File: config.mk
export PLATFORM = sky130hd
export DESIGN_NAME = homography_warp
export DESIGN_NICKNAME = d
export VERILOG_FILES = /design/src/rtl/homography_warp.sv
export SDC_FILE = /design/constraint.sdc
export NUM_CORES = 2
export LEC_CHECK = 0
export ABC_AREA = 0
export BUFFER_PORTS_ARGS = -buffer_cell sky130_fd_sc_hd__clkbuf_2
export CAP_MARGIN = 40
export CORE_AREA = 5 5 276 345
export DETAILED_ROUTE_END_ITERATION = 8
export DIE_AREA = 0 0 281 350
export PLACE_DENSITY = 0.87
export SLEW_MARGIN = 5
export SYNTH_ARGS = -nofsm -noshare
export SYNTH_HDL_FRONTEND = slang
export SYNTH_SLANG_ARGS = --single-unit
File: constraint.sdc
create_clock -name iCLK -period 45.9 [get_ports iCLK]
set_input_delay 2.295 -clock iCLK [delete_from_list [all_inputs] [get_ports iCLK]]
set_output_delay 2.295 -clock iCLK [all_outputs]
set_load 0.02 [all_outputs]
File: src/rtl/homography_warp.sv
// rtl/homography_warp.sv - programmable 3x3 fixed-point homography pixel fetch with bounds check and fill colour
module homography_warp #(
    parameter int             COORD_W = 10,
    parameter int             COEF_W  = 16,
    parameter int             FRAC_W  = 8,
    parameter int             SRC_W   = 640,
    parameter int             SRC_H   = 480,
    parameter logic [4:0]     FILL_R  = 5'd0,
    parameter logic [5:0]     FILL_G  = 6'd0,
    parameter logic [4:0]     FILL_B  = 5'd0
) (
    input  logic               iCLK,
    input  logic               iRST,
    input  logic               iCOEF_WE,
    input  logic [3:0]         iCOEF_ADDR,
    input  logic [COEF_W-1:0]  iCOEF_DATA,
    input  logic               iSTART,
    input  logic [COORD_W-1:0] iX,
    input  logic [COORD_W-1:0] iY,
    output logic               oBUSY,
    output logic               oREQ,
    output logic [COORD_W-1:0] oSRAM_X,
    output logic [COORD_W-1:0] oSRAM_Y,
    input  logic               iREADY,
    input  logic [4:0]         iR,
    input  logic [5:0]         iG,
    input  logic [4:0]         iB,
    output logic [COORD_W-1:0] oCON_X,
    output logic [COORD_W-1:0] oCON_Y,
    output logic [4:0]         oR,
    output logic [5:0]         oG,
    output logic [4:0]         oB,
    output logic               oREADY,
    output logic               oOOB
);
    localparam int NUM_W = COEF_W + COORD_W + 2;
    localparam int CNT_W = $clog2(NUM_W + 1);
    localparam logic [COEF_W-1:0] ONE = COEF_W'(1 << FRAC_W);

    typedef enum logic [2:0] {S_IDLE, S_MUL, S_DIV, S_CHK, S_REQ, S_OUT} state_t;

    state_t             state;
    logic [COEF_W-1:0]  shadow [9];
    logic [COEF_W-1:0]  active [9];
    logic [COORD_W-1:0] lat_x, lat_y;
    logic [NUM_W-1:0]   qx, qy, den;
    logic [NUM_W-1:0]   rx, ry;
    logic               neg_x, neg_y, dzero;
    logic [CNT_W-1:0]   cnt;

    function automatic logic signed [NUM_W-1:0] mac(
        input logic [COEF_W-1:0]  a,
        input logic [COEF_W-1:0]  b,
        input logic [COEF_W-1:0]  c,
        input logic [COORD_W-1:0] x,
        input logic [COORD_W-1:0] y
    );
        logic signed [NUM_W-1:0] ae, be, ce, xe, ye;
        ae = {{(NUM_W-COEF_W){a[COEF_W-1]}}, a};
        be = {{(NUM_W-COEF_W){b[COEF_W-1]}}, b};
        ce = {{(NUM_W-COEF_W){c[COEF_W-1]}}, c};
        xe = {{(NUM_W-COORD_W){1'b0}}, x};
        ye = {{(NUM_W-COORD_W){1'b0}}, y};
        return ae * xe + be * ye + ce;
    endfunction

    function automatic logic [NUM_W-1:0] mag(input logic signed [NUM_W-1:0] v);
        return v[NUM_W-1] ? NUM_W'(-v) : NUM_W'(v);
    endfunction

    logic signed [NUM_W-1:0] nx, ny, dd;
    logic [NUM_W+1:0]        tx, ty;
    logic                    inb_x, inb_y;

    always_comb begin
        nx = mac(active[0], active[1], active[2], lat_x, lat_y);
        ny = mac(active[3], active[4], active[5], lat_x, lat_y);
        dd = mac(active[6], active[7], active[8], lat_x, lat_y);
        // Restoring step: bit NUM_W+1 of the trial difference is the borrow
        tx = {1'b0, rx, qx[NUM_W-1]} - {2'b00, den};
        ty = {1'b0, ry, qy[NUM_W-1]} - {2'b00, den};
        inb_x = !(neg_x && qx != '0) && (qx < NUM_W'(SRC_W));
        inb_y = !(neg_y && qy != '0) && (qy < NUM_W'(SRC_H));
    end

    always_ff @(posedge iCLK or posedge iRST) begin
        if (iRST) begin
            state   <= S_IDLE;
            for (int i = 0; i < 9; i++) begin
                shadow[i] <= (i == 0 || i == 4 || i == 8) ? ONE : '0;
                active[i] <= (i == 0 || i == 4 || i == 8) ? ONE : '0;
            end
            lat_x   <= '0;
            lat_y   <= '0;
            qx      <= '0;
            qy      <= '0;
            rx      <= '0;
            ry      <= '0;
            den     <= '0;
            neg_x   <= 1'b0;
            neg_y   <= 1'b0;
            dzero   <= 1'b0;
            cnt     <= '0;
            oBUSY   <= 1'b0;
            oREQ    <= 1'b0;
            oSRAM_X <= '0;
            oSRAM_Y <= '0;
            oCON_X  <= '0;
            oCON_Y  <= '0;
            oR      <= '0;
            oG      <= '0;
            oB      <= '0;
            oREADY  <= 1'b0;
            oOOB    <= 1'b0;
        end else begin
            if (iCOEF_WE && iCOEF_ADDR < 4'd9)
                shadow[iCOEF_ADDR] <= iCOEF_DATA;

            case (state)
                S_IDLE: begin
                    if (iSTART) begin
                        for (int i = 0; i < 9; i++) active[i] <= shadow[i];
                        lat_x <= iX;
                        lat_y <= iY;
                        oBUSY <= 1'b1;
                        state <= S_MUL;
                    end
                end
                S_MUL: begin
                    qx    <= mag(nx);
                    qy    <= mag(ny);
                    den   <= mag(dd);
                    rx    <= '0;
                    ry    <= '0;
                    neg_x <= nx[NUM_W-1] ^ dd[NUM_W-1];
                    neg_y <= ny[NUM_W-1] ^ dd[NUM_W-1];
                    dzero <= (dd == '0);
                    cnt   <= '0;
                    state <= S_DIV;
                end
                S_DIV: begin
                    if (!tx[NUM_W+1]) begin
                        rx <= tx[NUM_W-1:0];
                        qx <= {qx[NUM_W-2:0], 1'b1};
                    end else begin
                        rx <= {rx[NUM_W-2:0], qx[NUM_W-1]};
                        qx <= {qx[NUM_W-2:0], 1'b0};
                    end
                    if (!ty[NUM_W+1]) begin
                        ry <= ty[NUM_W-1:0];
                        qy <= {qy[NUM_W-2:0], 1'b1};
                    end else begin
                        ry <= {ry[NUM_W-2:0], qy[NUM_W-1]};
                        qy <= {qy[NUM_W-2:0], 1'b0};
                    end
                    cnt <= cnt + 1'b1;
                    if (cnt == CNT_W'(NUM_W - 1))
                        state <= S_CHK;
                end
                S_CHK: begin
                    if (!dzero && inb_x && inb_y) begin
                        oSRAM_X <= qx[COORD_W-1:0];
                        oSRAM_Y <= qy[COORD_W-1:0];
                        oREQ    <= 1'b1;
                        state   <= S_REQ;
                    end else begin
                        oR     <= FILL_R;
                        oG     <= FILL_G;
                        oB     <= FILL_B;
                        oOOB   <= 1'b1;
                        oCON_X <= lat_x;
                        oCON_Y <= lat_y;
                        oREADY <= 1'b1;
                        state  <= S_OUT;
                    end
                end
                S_REQ: begin
                    if (iREADY) begin
                        oR     <= iR;
                        oG     <= iG;
                        oB     <= iB;
                        oOOB   <= 1'b0;
                        oCON_X <= lat_x;
                        oCON_Y <= lat_y;
                        oREQ   <= 1'b0;
                        oREADY <= 1'b1;
                        state  <= S_OUT;
                    end
                end
                S_OUT: begin
                    oREADY <= 1'b0;
                    oBUSY  <= 1'b0;
                    state  <= S_IDLE;
                end
                default: state <= S_IDLE;
            endcase
        end
    end
endmodule

==> impl_metrics.ini <==
[run_status]
status = finished, final reports clean

[placed_design]
place_ws_ps = 37480
gp_congestion = 0.993
dp_cells = 7569
port_buffers = 120
dp_hpwl_um = 123000

[synth]
synth_edf_count = 0
yosysUniqueCellTypes = 88
synthArstFlopShare_pct = 100
synth_seq_area_share_pct = 20.5
syn-num-nets = 8034
syn_area_um2 = 63500
synth_ff_type = dfrtp_1
syn_inst = 6510
ys_ff_latch = 519
avgSynthCellArea_um2 = 9.75
yosysWarningCount = 0

[cts]
clkSlewWorstSetupHoldPaths_ps = 60
cts_tree = built
clk_path_buf_depth = 3
cts-hold-fix-buffers = 0
cts_inserted_buffers = 56
cts_sinks = 519
clk_latency_ps = 670
htreeDepth = 2
cts.root.buffer_cell = clkbuf_16
cts_resized = 0
postCtsSetupBuffers = 0

[sta]
fin_crit_ps = 8580
relSlewSlack_pct = 39.0
setup_ws_ps = 37320
hold_violations = 0
setup_tns_ps = 0
slew_violations = 0
rsz0062_at_grt = false
period_share_pct = 18.7
fin_skew_ps = 43.7
clock.fmax_mhz = 117
tightest_slew_ps = 915
setup_viol = 0

[global_route]
grtUsageTotal_pct = 34.6
grt_pass1_wl_um = 269000
grt_pass1_vias = 50900
antenna_found_initial = 10
overflow = 0
grt_max_degree = 131

[worst_hold_path]
hold_path.class = reg2reg

[route]
wire_per_inst_um = 21.6
avgViaCountPerCell = 6.07
drc = 0
postRouteAntennaNets = 0
drt_iter0_markers = 4051
drtPass1Iterations = 6
route.final.wire_length_um = 166000
num_vias = 46700

[die]
core_um2 = 91400
rows = 124
die_y_um = 350
ios = 121
dieWidth_um = 281
start_util_pct = 69.4
die_area_um2 = 98400

[setup_path]
crit_fanout = 34
cp.arrival_ps = 9090
worstSetupEndpointType = register
cp.required_ps = 46410
critical_path_class = reg2reg
r2r_slack_ps = 37320
worst_setup_path_start_kind = register

[layout]
num-fill-cells = 5889
area_growth_pct = 5.77
fin_cells = 7684
drive_above_1_share_pct = 9.94
finalNetCount = 7956

[flow_run]
drv_cap = 0
-- worst max-delay path, stage by stage, from the launching register on --
cell,delay [ps]
dfrtp_1,780
buf_4,540
and2_1,230
fa_1,410
inv_1,80
fa_1,430
fa_1,490
inv_1,50
fa_1,480
fa_1,500
fa_1,480
inv_1,50
fa_1,490
inv_1,40
ha_1,350
a21oi_1,250
a21boi_0,150
a311oi_2,420
o211ai_1,250
nand3_1,190
a21oi_1,140
o211a_1,270
or3_1,690
xnor2_1,490
o21ai_0,140
-- per-stage QoR --
stage                     hold slack [ps]  utilization (%)  area, um^2
after floorplan                       440                -       63500
after global placement                449             70.9       64800
after detailed placement              455             71.2       65100
after CTS                             469             73.4       67100
after global routing                  496             73.4       67100
final                                 469             73.4       67100
-- state kept, by name, summed over array words and instances (netlist names), 3 cells and up --
register  count
active      144
cnt           5
den          28
lat_x        10
lat_y        10
oB            5
oCON_X       10
oCON_Y       10
oG            6
oR            5
oSRAM_X      10
oSRAM_Y      10
qx           28
qy           28
rx           28
ry           28
shadow      144
state         3
-- layer usage --
metal	GRT usage (%)	vias up	part of all wire (%)
met4	20.8	4	7.7
met2	56.0	2416	47
met5	0	-	0.017
met3	8.31	718	9.5
met1	42.7	23600	36
li1	-	20000	-
-- final timing paths --
| path | startpoint | endpoint | cells after the start |
|---|---|---|---|
| worst min-delay path | oCON_Y[0] | oCON_Y[0] | 2 |
| worst max register to register | lat_x[6] | neg_x | 24 |
| min in group asynchronous | iRST | den[23] | 2 |
| worst max-delay path | lat_x[6] | neg_x | 24 |
| worst min register to register | oCON_Y[0] | oCON_Y[0] | 2 |
| max in group asynchronous | iRST | oCON_X[6] | 5 |
-- cells in the mapped netlist (all sizes together), types with 76 or more instances --
library cell  count  area [um^2]
nor2            146          556
xnor2           130         1140
ha              396         4950
clkbuf          303         1140
and2            509         3180
inv            1278         4800
dfrtp           513        12800
fa             1067        21400
nand2           764         2870
xor2             77          674
o21ai           237         1200
a21oi           158          795
mux2            298         3360
nand3            76          380
-- kinds of logic after synthesis --
logic type                 Yosys count  synth area share (%)
AOI/OAI and AO/OA                  709                  7.08
and+or+nand+nor                   1712                  13.3
adders and majority gates         1463                  41.5
buffers and inverters             1595                  9.46
muxes                              305                  5.40
DFF                                519                  20.5
xor gates and xnor gates           207                  2.86
-- final cells by class --
type	count	area, um^2	area share [%]
timing repair buffer	181	1270	1.90
inverter	1278	4800	7.16
antenna	9	22.5	0.0336
clock inverter	30	357	0.531
multi-input combinational	4396	44500	66.3
sequential	519	13000	19.4
clock buffer	74	1620	2.41
tap	1197	1500	2.23
-- cell usage in the layout, fill, tap and decap left out, types with 13 or more instances in the layout --
cell	instances
a211oi_1	16
o21a_1	18
a22oi_1	57
nor3_1	41
o21bai_1	15
xnor2_1	130
nand4_1	16
nand2_1	764
o31ai_1	25
clkbuf_16	57
fa_1	1067
o21ai_0	211
nand3_1	75
xor2_1	77
buf_4	42
nor2_1	144
mux2_2	298
nor4_1	17
ha_1	396
clkbuf_8	13
nand2b_1	32
a21oi_1	156
or3_1	17
dfrtp_1	499
o21ai_1	23
and3_1	18
dfrtp_2	14
inv_1	1277
clkbuf_2	120
nor2b_1	21
a31oi_1	26
a21o_1	50
and2_1	509
Power is left out: the tool's default activity adds up to more than one toggle a clock period on the data nets, which glitch-free logic cannot reach.
